File: src/rtl/tdm_pkg.sv
// Shared definitions for the TDM link (transmitter and receiver).
// Holds the default geometry, the slot-index width and the FSM state encoding.
package tdm_pkg;

    localparam int CH_DEF       = 4;
    localparam int W_DEF        = 8;
    localparam int SLOT_CYC_DEF = 1;
    localparam int SEL_W        = $clog2(CH_DEF);

    typedef enum logic {
        ST_IDLE = 1'b0,
        ST_SEND = 1'b1
    } tdm_state_e;

    // A counter over n values needs at least one bit, even when n is 1.
    function automatic int cnt_width(input int n);
        return (n > 1) ? $clog2(n) : 1;
    endfunction

endpackage

File: src/rtl/tdm_mux_tx_if.sv
// Frame-in / slot-out bundle of the TDM transmitter.
// The master side supplies frames and watches the line; the slave side is the transmitter.
interface tdm_mux_tx_if #(
    parameter int CH = tdm_pkg::CH_DEF,
    parameter int W  = tdm_pkg::W_DEF
) ();

    localparam int SEL_W = $clog2(CH);

    logic              in_valid;
    logic              in_ready;
    logic [CH*W-1:0]   in_data;
    logic [W-1:0]      tx_data;
    logic [SEL_W-1:0]  tx_sel;
    logic              tx_valid;
    logic              tx_sync;

    modport master (
        output in_valid, in_data,
        input  in_ready, tx_data, tx_sel, tx_valid, tx_sync
    );

    modport slave (
        input  in_valid, in_data,
        output in_ready, tx_data, tx_sel, tx_valid, tx_sync
    );

endinterface

File: src/rtl/tdm_slot_counter.sv
// Hold and slot counters for the TDM transmitter.
// The hold counter paces each slot; the slot counter steps when its owner says so.
module tdm_slot_counter
    import tdm_pkg::*;
#(
    parameter int CH       = CH_DEF,
    parameter int SLOT_CYC = SLOT_CYC_DEF,
    parameter int SEL_W    = $clog2(CH)
) (
    input  logic             clk,
    input  logic             rst,
    input  logic             load_i,
    input  logic             hold_adv_i,
    input  logic             slot_adv_i,
    output logic [SEL_W-1:0] slot_next_o,
    output logic             slot_last_o,
    output logic             frame_last_o
);

    localparam int               HOLD_W    = cnt_width(SLOT_CYC);
    localparam logic [HOLD_W-1:0] HOLD_LAST = HOLD_W'(SLOT_CYC - 1);
    localparam logic [SEL_W-1:0]  SLOT_LAST = SEL_W'(CH - 1);

    logic [HOLD_W-1:0] hold_q, hold_d;
    logic [SEL_W-1:0]  slot_q, slot_d;

    assign slot_last_o  = (hold_q == HOLD_LAST);
    assign frame_last_o = slot_last_o && (slot_q == SLOT_LAST);
    assign slot_next_o  = slot_d;

    always_comb begin
        // NOTE: every always_comb output gets a default first, so no path leaves it unassigned and no latch is inferred.
        hold_d = hold_q;
        slot_d = slot_q;
        if (load_i) begin
            hold_d = '0;
            slot_d = '0;
        end else begin
            if (hold_adv_i) hold_d = slot_last_o ? '0 : hold_q + HOLD_W'(1);
            if (slot_adv_i) slot_d = slot_q + SEL_W'(1);
        end
    end

    // NOTE: state registers use non-blocking assignments so every flop samples pre-edge values.
    always_ff @(posedge clk) begin
        if (rst) begin
            hold_q <= '0;
            slot_q <= '0;
        end else begin
            hold_q <= hold_d;
            slot_q <= slot_d;
        end
    end

endmodule

File: src/rtl/tdm_mux_tx.sv
// TDM transmitter: takes one CH-word frame per handshake and sends it one slot at a time.
// Outputs are registered from next-state values so they line up with the internal state.
module tdm_mux_tx
    import tdm_pkg::*;
#(
    parameter int CH       = CH_DEF,
    parameter int W        = W_DEF,
    parameter int SLOT_CYC = SLOT_CYC_DEF
) (
    input  logic       clk,
    input  logic       rst,
    tdm_mux_tx_if.slave bus
);

    localparam int SEL_W = $clog2(CH);

    tdm_state_e       state_q, state_d;
    logic             load, hold_adv, slot_adv;
    logic             slot_last, frame_last;
    logic [SEL_W-1:0] slot_d;
    logic             in_ready, handshake;

    logic [CH*W-1:0]  buf_q;
    logic [CH*W-1:0]  src;
    logic [W-1:0]     words [CH];

    logic             send_d;
    logic [W-1:0]     tx_data_q, tx_data_d;
    logic [SEL_W-1:0] tx_sel_q, tx_sel_d;
    logic             tx_valid_q, tx_sync_q, tx_sync_d;

    tdm_slot_counter #(
        .CH       (CH),
        .SLOT_CYC (SLOT_CYC),
        .SEL_W    (SEL_W)
    ) u_cnt (
        .clk          (clk),
        .rst          (rst),
        .load_i       (load),
        .hold_adv_i   (hold_adv),
        .slot_adv_i   (slot_adv),
        .slot_next_o  (slot_d),
        .slot_last_o  (slot_last),
        .frame_last_o (frame_last)
    );

    // Ready depends only on state and counters; in_valid never feeds back into it.
    assign in_ready  = !rst && ((state_q == ST_IDLE) || frame_last);
    assign handshake = bus.in_valid && in_ready;

    always_comb begin
        state_d  = state_q;
        load     = 1'b0;
        hold_adv = 1'b0;
        slot_adv = 1'b0;
        case (state_q)
            ST_IDLE: begin
                if (handshake) begin
                    load    = 1'b1;
                    state_d = ST_SEND;
                end
            end
            ST_SEND: begin
                if (frame_last) begin
                    if (handshake) load    = 1'b1;
                    else           state_d = ST_IDLE;
                end else begin
                    hold_adv = 1'b1;
                    slot_adv = slot_last;
                end
            end
            default: state_d = ST_IDLE;
        endcase
    end

    // A freshly accepted frame is sent straight from in_data, since the buffer loads on the same edge.
    always_comb begin
        src = load ? bus.in_data : buf_q;
        for (int i = 0; i < CH; i++) words[i] = src[i*W +: W];
        send_d    = (state_d == ST_SEND);
        tx_sel_d  = send_d ? slot_d : '0;
        tx_data_d = send_d ? words[slot_d] : '0;
        tx_sync_d = send_d && (slot_d == '0);
    end

    always_ff @(posedge clk) begin
        if (rst) begin
            state_q    <= ST_IDLE;
            tx_data_q  <= '0;
            tx_sel_q   <= '0;
            tx_valid_q <= 1'b0;
            tx_sync_q  <= 1'b0;
        end else begin
            state_q    <= state_d;
            tx_data_q  <= tx_data_d;
            tx_sel_q   <= tx_sel_d;
            tx_valid_q <= send_d;
            tx_sync_q  <= tx_sync_d;
        end
    end

    // NOTE: the frame buffer has no reset; it is only ever read after a load, so clearing it buys nothing.
    always_ff @(posedge clk) begin
        if (load) buf_q <= bus.in_data;
    end

    assign bus.in_ready = in_ready;
    assign bus.tx_data  = tx_data_q;
    assign bus.tx_sel   = tx_sel_q;
    assign bus.tx_valid = tx_valid_q;
    assign bus.tx_sync  = tx_sync_q;

endmodule
File: src/flat_wrapper.sv
// flat-port wrapper written by rule: the top's interface ports become plain ports
module tdm_mux_tx_flat import tdm_pkg::*;
#(
    parameter int CH       = CH_DEF,
    parameter int W        = W_DEF,
    parameter int SLOT_CYC = SLOT_CYC_DEF
)
  (clk, rst, bus_in_valid, bus_in_data, bus_in_ready, bus_tx_data, bus_tx_sel, bus_tx_valid, bus_tx_sync);
  tdm_mux_tx_if #(.CH(CH), .W(W)) bus_i ();
  input  logic clk;
  input  logic rst;
  input wire logic [$bits(bus_i.in_valid)-1:0] bus_in_valid;
  input wire logic [$bits(bus_i.in_data)-1:0] bus_in_data;
  output wire logic [$bits(bus_i.in_ready)-1:0] bus_in_ready;
  output wire logic [$bits(bus_i.tx_data)-1:0] bus_tx_data;
  output wire logic [$bits(bus_i.tx_sel)-1:0] bus_tx_sel;
  output wire logic [$bits(bus_i.tx_valid)-1:0] bus_tx_valid;
  output wire logic [$bits(bus_i.tx_sync)-1:0] bus_tx_sync;
  assign bus_i.in_valid = bus_in_valid;
  assign bus_i.in_data = bus_in_data;
  assign bus_in_ready = bus_i.in_ready;
  assign bus_tx_data = bus_i.tx_data;
  assign bus_tx_sel = bus_i.tx_sel;
  assign bus_tx_valid = bus_i.tx_valid;
  assign bus_tx_sync = bus_i.tx_sync;
  tdm_mux_tx #(.CH(CH), .W(W), .SLOT_CYC(SLOT_CYC)) u_core (.clk(clk), .rst(rst), .bus(bus_i));
endmodule
File: config.mk
export PLATFORM = sky130hd
export DESIGN_NAME = tdm_mux_tx_flat
export DESIGN_NICKNAME = d
export VERILOG_FILES = /design/src/rtl/tdm_pkg.sv /design/src/rtl/tdm_mux_tx_if.sv /design/src/rtl/tdm_slot_counter.sv /design/src/rtl/tdm_mux_tx.sv /design/src/flat_wrapper.sv
export SDC_FILE = /design/constraint.sdc
export NUM_CORES = 1
export LEC_CHECK = 0
export CAP_MARGIN = 20
export CORE_UTILIZATION = 45
export CTS_BUF_LIST = sky130_fd_sc_hd__clkbuf_2
export CTS_CLUSTER_DIAMETER = 200
export DETAILED_ROUTE_END_ITERATION = 7
export PLACE_DENSITY = 0.83
export SLEW_MARGIN = 10
export SYNTH_ARGS = -nofsm -noshare
export SYNTH_HDL_FRONTEND = slang
export SYNTH_SLANG_ARGS = --single-unit
File: constraint.sdc
create_clock -name clk -period 1.8 [get_ports clk]
set_input_delay 0.27 -clock clk [delete_from_list [all_inputs] [get_ports clk]]
set_output_delay 0.27 -clock clk [all_outputs]
set_load 0.01 [all_outputs]
==> Word level (Yosys, flattened, before mapping) <==
Cells that the tools add are included.
{ "op_classes": {"order_cmp": 1, "n_mux": 16, "addsub": 2, "n_eq_ne": 1, "bitwise": 4, "reduce_logical": 9} }
{ "op_table": {"columns": ["operator", "n"], "rows": [
  ["$mux 32", 1],
  ["$bmux 8 s2", 1],
  ["$mux 8", 2],
  ["$mux 1", 8],
  ["$logic_and 1x1->1", 4],
  ["$mux 2", 2],
  ["$pmux 1 s2", 2],
  ["$reduce_or 2->1", 2],
  ["$ge 3x3->1 const B", 1],
  ["$not 1->1", 3],
  ["$not 2->3", 1],
  ["$add 2x1->2 const B", 1],
  ["$eq 2x2->1 const B", 1],
  ["$logic_not 2->1", 1],
  ["$add 1x1->1 const B", 1],
  ["$logic_not 1->1", 1],
  ["$logic_or 1x1->1", 1]
]} }
{ "totals": {"word_cells": 40, "output_inout_bits": 13, "regBits": 47} }

==> Longest topological paths before layout <==
{ "logic_depth": {"ltp_word": 13, "depth_mapped": 7, "mapped_depth_nobuf": 5} }

==> Cells and area by module <==
From an unflattened synthesis, not the netlist that was laid out.
{ "unflattened": {"cells_unflattened": 209, "area_unflattened_um2": 1965.6} }
{ "modules_own_cells": {"columns": ["mod", "instances", "cells_each", "area_per_inst_um2"], "rows": [
  ["tdm_mux_tx", 1, 198, 1855.5],
  ["tdm_slot_counter", 1, 11, 110.1]
]} }

==> Worst setup path after synthesis <==
OpenSTA, ideal clock, no wires.
{ "synth_path": {"path_type": "register to register", "from": "register u_core.u_cnt.slot_q[0]", "to": "register u_core.tx_data_q[3], in the netlist u_core.bus.tx_data[3]", "setup_slack_ns": 0.234, "stages_incl_launch_ff": 7, "period_less_slack_ns": 1.566, "arrival_time_ns": 1.432, "setup_time_ns": 0.134, "required_ns": 1.666, "n_path_buf": 1, "path_cell_list": "dfxtp_1 -> ha_1 -> nand2b_4 -> buf_4 -> and3_4 -> a2111oi_1 -> o211ai_1"} }
{ "synth_via": {"elab_chain_len": 13} }
{ "synth_rtl": {"columns": ["element", "line_no", "rtl"], "rows": [
  ["start: declaration", "tdm_slot_counter.sv:25", "logic [SEL_W-1:0] slot_q, slot_d;"],
  ["start signal: assignment", "tdm_slot_counter.sv:51", "slot_q <= slot_d;"],
  ["$eq 2x2->1", "tdm_slot_counter.sv:28", "assign frame_last_o = slot_last_o && (slot_q == SLOT_LAST);"],
  ["$logic_and 1x1->1", "tdm_slot_counter.sv:28", null],
  ["$logic_or 1x1->1", "tdm_mux_tx.sv:48", "assign in_ready = !rst && ((state_q == ST_IDLE) || frame_last);"],
  ["$logic_and 1x1->1", "tdm_mux_tx.sv:48", null],
  ["$logic_and 1x1->1", "tdm_mux_tx.sv:49", "assign handshake = bus.in_valid && in_ready;"],
  ["$mux 1", "tdm_mux_tx.sv:58, tdm_mux_tx.sv:65", null],
  ["$mux 1", "tdm_mux_tx.sv:64", "if (frame_last) begin"],
  ["$pmux 1 s2", "tdm_mux_tx.sv:56", "case (state_q)"],
  ["$mux 2", "tdm_slot_counter.sv:35", "if (load_i) begin"],
  ["$not 2->3 (not written as such)", "tdm_mux_tx.sv:82", "tx_data_d = send_d ? words[slot_d] : '0;"],
  ["$bmux 8 s2", "tdm_mux_tx.sv:82", null],
  ["$mux 8 (not written as such) (2 in series)", "tdm_mux_tx.sv:82", null],
  ["end signal: assignment", "tdm_mux_tx.sv:95", "tx_data_q <= tx_data_d;"],
  ["end: declaration", "tdm_mux_tx.sv:28", "logic [W-1:0] tx_data_q, tx_data_d;"]
]} }
Several ways; a longest one is shown, not always the timed one. The select of a mux whose other input is x is not followed.
A chain may end at the register's enable or synchronous reset.

==> Worst setup path after layout <==
{ "layout_path": {"from": "register u_core.u_cnt.slot_q[0]", "to": "register u_core.tx_data_q[4], in the netlist u_core.bus.tx_data[4]"} }
The elaborated chain is that of the path after synthesis.

==> results.cfg <==
[status]
status = completed

[cts]
clk_pin_slew_worst_paths_ns = 0.24
cts_hold_buf = 0
cts_root_buf = clkbuf_2
cts_sinks = 46
worst_skew_pair.late_latency_ns = 0.41
cts-buffers-inserted = 5
cts_tree = done
htree_levels = 2
clk_path_buf_depth = 2

[timing]
worst_pin_slew_ns = 0.446
hold_viol = 0
setup_viol = 0
min_period_ns = 1.74
finalMaxSlewViolations = 0
fmax_mhz = 576
fin_skew_ns = 0.0259
worst_slack_ns = 0.0634
maxSlewHeadroom = 0.702
fin_crit_sh = 0.965

[route]
postRouteAntennaNets = 0
wire_per_inst_um = 14.4
viasPerCell = 5.35
via_count = 1620
wirelength_um = 4380
dr.first_iter.drc_count = 94
drc = 0
drt_pass1_iterations = 4

[synthesis]
synthesis.area_mm2 = 0.00203
yosys-top-cells-area = dfxtp_1, mux2_2, and3_1
ys.flop_type = dfxtp_1
yosysMostFrequentCell = dfxtp_1
ys_warn_count = 0
synthCells = 192
netlist.area_leader.share = 0.454
synthArstFlopShare = 0
synth.avg_cell_area_um2 = 10.6
yosys.area.top_type = dfxtp_1
synth_edf_count = 0
ys_ff_latch = 46
synth_cell_types = 38
synth_nets = 228
synth_seq_area_share = 0.454
netlist_top_cells_count = dfxtp_1, and3_1, mux2_2

[finish]
n_antenna_cell = 0
final_cell_count_no_fill = 303
layout.nets = 286
design_area_mm2 = 0.00271
final.fill_count = 364
multi_input_area_mm2 = 0.00102
drive_above_1_share = 0.291
areaGrowthSynthToFinish_pct = 33.7
regArea_um2 = 923

[global_routing]
grt_max_degree = 22
grt_pass1_wl_um = 7450
grt_pass1_vias = 1538
track_usage = 0.198
antenna_found_initial = 0
grt.overflow.total = 0

[hold_path]
hold_path_class = input pin to register

[pwr]
seqPwrFrac = 0.553
intPower_mw = 1.62
p_sw_mw = 0.626
p_clk_frac = 0.192
power_density_mw_per_mm2 = 827
p_leak_nw = 1.17
p_comb_frac = 0.254
vdd_ir_drop_max_mv = 0.423
swShare = 0.279
totalPowerFinal_mw = 2.24

[placed_design]
portBuffers = 47
hpwl_um = 3170
place_inst = 292
placed_area_mm2 = 0.00260
globalplace.congestion = 0.854
dp_worst_setup_slack_ns = -0.130

[setup_path]
end_kind = register
worstPathArrival_ns = 2.02
crit_type = register to register
start_kind = register
path_max_fanout = 6
cp.required_ns = 2.09

[run]
max_cap_violations = 0

[floorplanning]
core_area_mm2 = 0.00435
start_util = 0.466
die-area_mm2 = 0.00478
ioPinCount = 48
die_h_um = 69.1
row_count = 24
dieWidth_um = 69.1
-- placed cells by master (no fill, tap or decap), types with 2 or more instances in the layout --
cell type	n
and3_1	16
and3_4	2
o211ai_1	10
clkbuf_2	5
or2_1	3
a21boi_0	13
a2111oi_2	4
dfxtp_2	2
clkdlybuf4s50_1	46
a21oi_1	7
nor2_2	2
dfxtp_1	44
a21o_1	5
o2111ai_1	5
mux2i_1	3
buf_4	16
or2_2	10
buf_12	2
nor2_1	4
inv_1	6
o221ai_1	3
o21ai_0	7
mux2_2	15
-- flip-flops by register name (all words and copies together), names as in the netlist --
signal and flops:
u_core.buf_q 32, u_core.bus.tx_data 8, u_core.bus.tx_sel 2, u_core.u_cnt.slot_q 2, u_core.bus.tx_sync 1, u_core.bus.tx_valid 1
-- through the flow --
step / hold slack (ns) / utilization / setup TNS [ns]
2_1_floorplan: 0.391 / - / 0
3_3_place_gp: 0.433 / 0.597 / -0.500
3_5_place_dp: 0.442 / 0.597 / -1.18
4_1_cts: 0.419 / 0.613 / -0.00802
5_1_grt: 0.391 / 0.623 / -0.0197
6_report: 0.438 / 0.623 / 0
-- critical path, cell delays in order, from the launching register on --
cell and delay, ns:
dfxtp_2 0.38, ha_2 0.18, and2b_4 0.26, buf_6 0.12
mux2_2 0.41, o211ai_1 0.14, o211ai_1 0.13
-- cell families (layout without fill, tap and decap cells) --
logic type | after synthesis | count (layout) | share of synthesized area
buffers and inverters | 21 | 80 | 0.0586
xor gates and xnor gates | 1 | 1 | 0.00432
AOI/OAI and AO/OA | 56 | 56 | 0.213
muxes | 18 | 18 | 0.0981
adders and majority gates | 1 | 1 | 0.00617
and+or+nand+nor | 49 | 49 | 0.165
DFF | 46 | 46 | 0.454
-- what timing repair did --
item	in CTS	in global routing
pin swaps	0	1
endpoints found under the setup margin	1	10
cloned	0	0
buffers inserted	1	2
resized for setup	8	7
-- path summary, 6_finish.rpt --
check                                     from                               end  slack, ns  cells past startpoint
max          u_core.u_cnt.slot_q[0]$_SDFF_PP0_  u_core.bus.tx_data[4]$_SDFF_PP0_       0.06                      6
min                            bus_in_data[24]          u_core.buf_q[24]$_DFF_P_       0.44                      2
max reg2reg  u_core.u_cnt.slot_q[0]$_SDFF_PP0_  u_core.bus.tx_data[4]$_SDFF_PP0_       0.06                      6
min reg2reg            u_core.buf_q[2]$_DFF_P_           u_core.buf_q[2]$_DFF_P_       0.49                      2
-- routing by layer --
metal,vias to the layer above,global-route usage,routed length (um)
met1,765,0.272,2070
met4,0,0.0544,36
met5,-,0,0
met3,5,0.0453,205
met2,40,0.312,2070
li1,810,-,-
-- final cells by class --
class / count / share of cell area
Clock buffer: 5 / 0.00923
Clock inverter: 3 / 0.00784
Inverter: 6 / 0.00830
Multi-Input combinational cell: 125 / 0.375
Sequential cell: 46 / 0.340
Tap cell: 52 / 0.0240
Timing Repair Buffer: 66 / 0.235
-- power groups by stage --
stage / clock (mW) / combinational (mW) / sequential, mW
2_1_floorplan: 0 / 0.332 / 1.26
4_1_cts: 0.447 / 0.556 / 1.24
3_5_place_dp: 0 / 0.544 / 1.26
5_1_grt: 0.496 / 0.625 / 1.26
6_report: 0.432 / 0.571 / 1.24
3_3_place_gp: 0 / 0.532 / 1.26
Note: power is estimated with default switching activity, not from simulation.
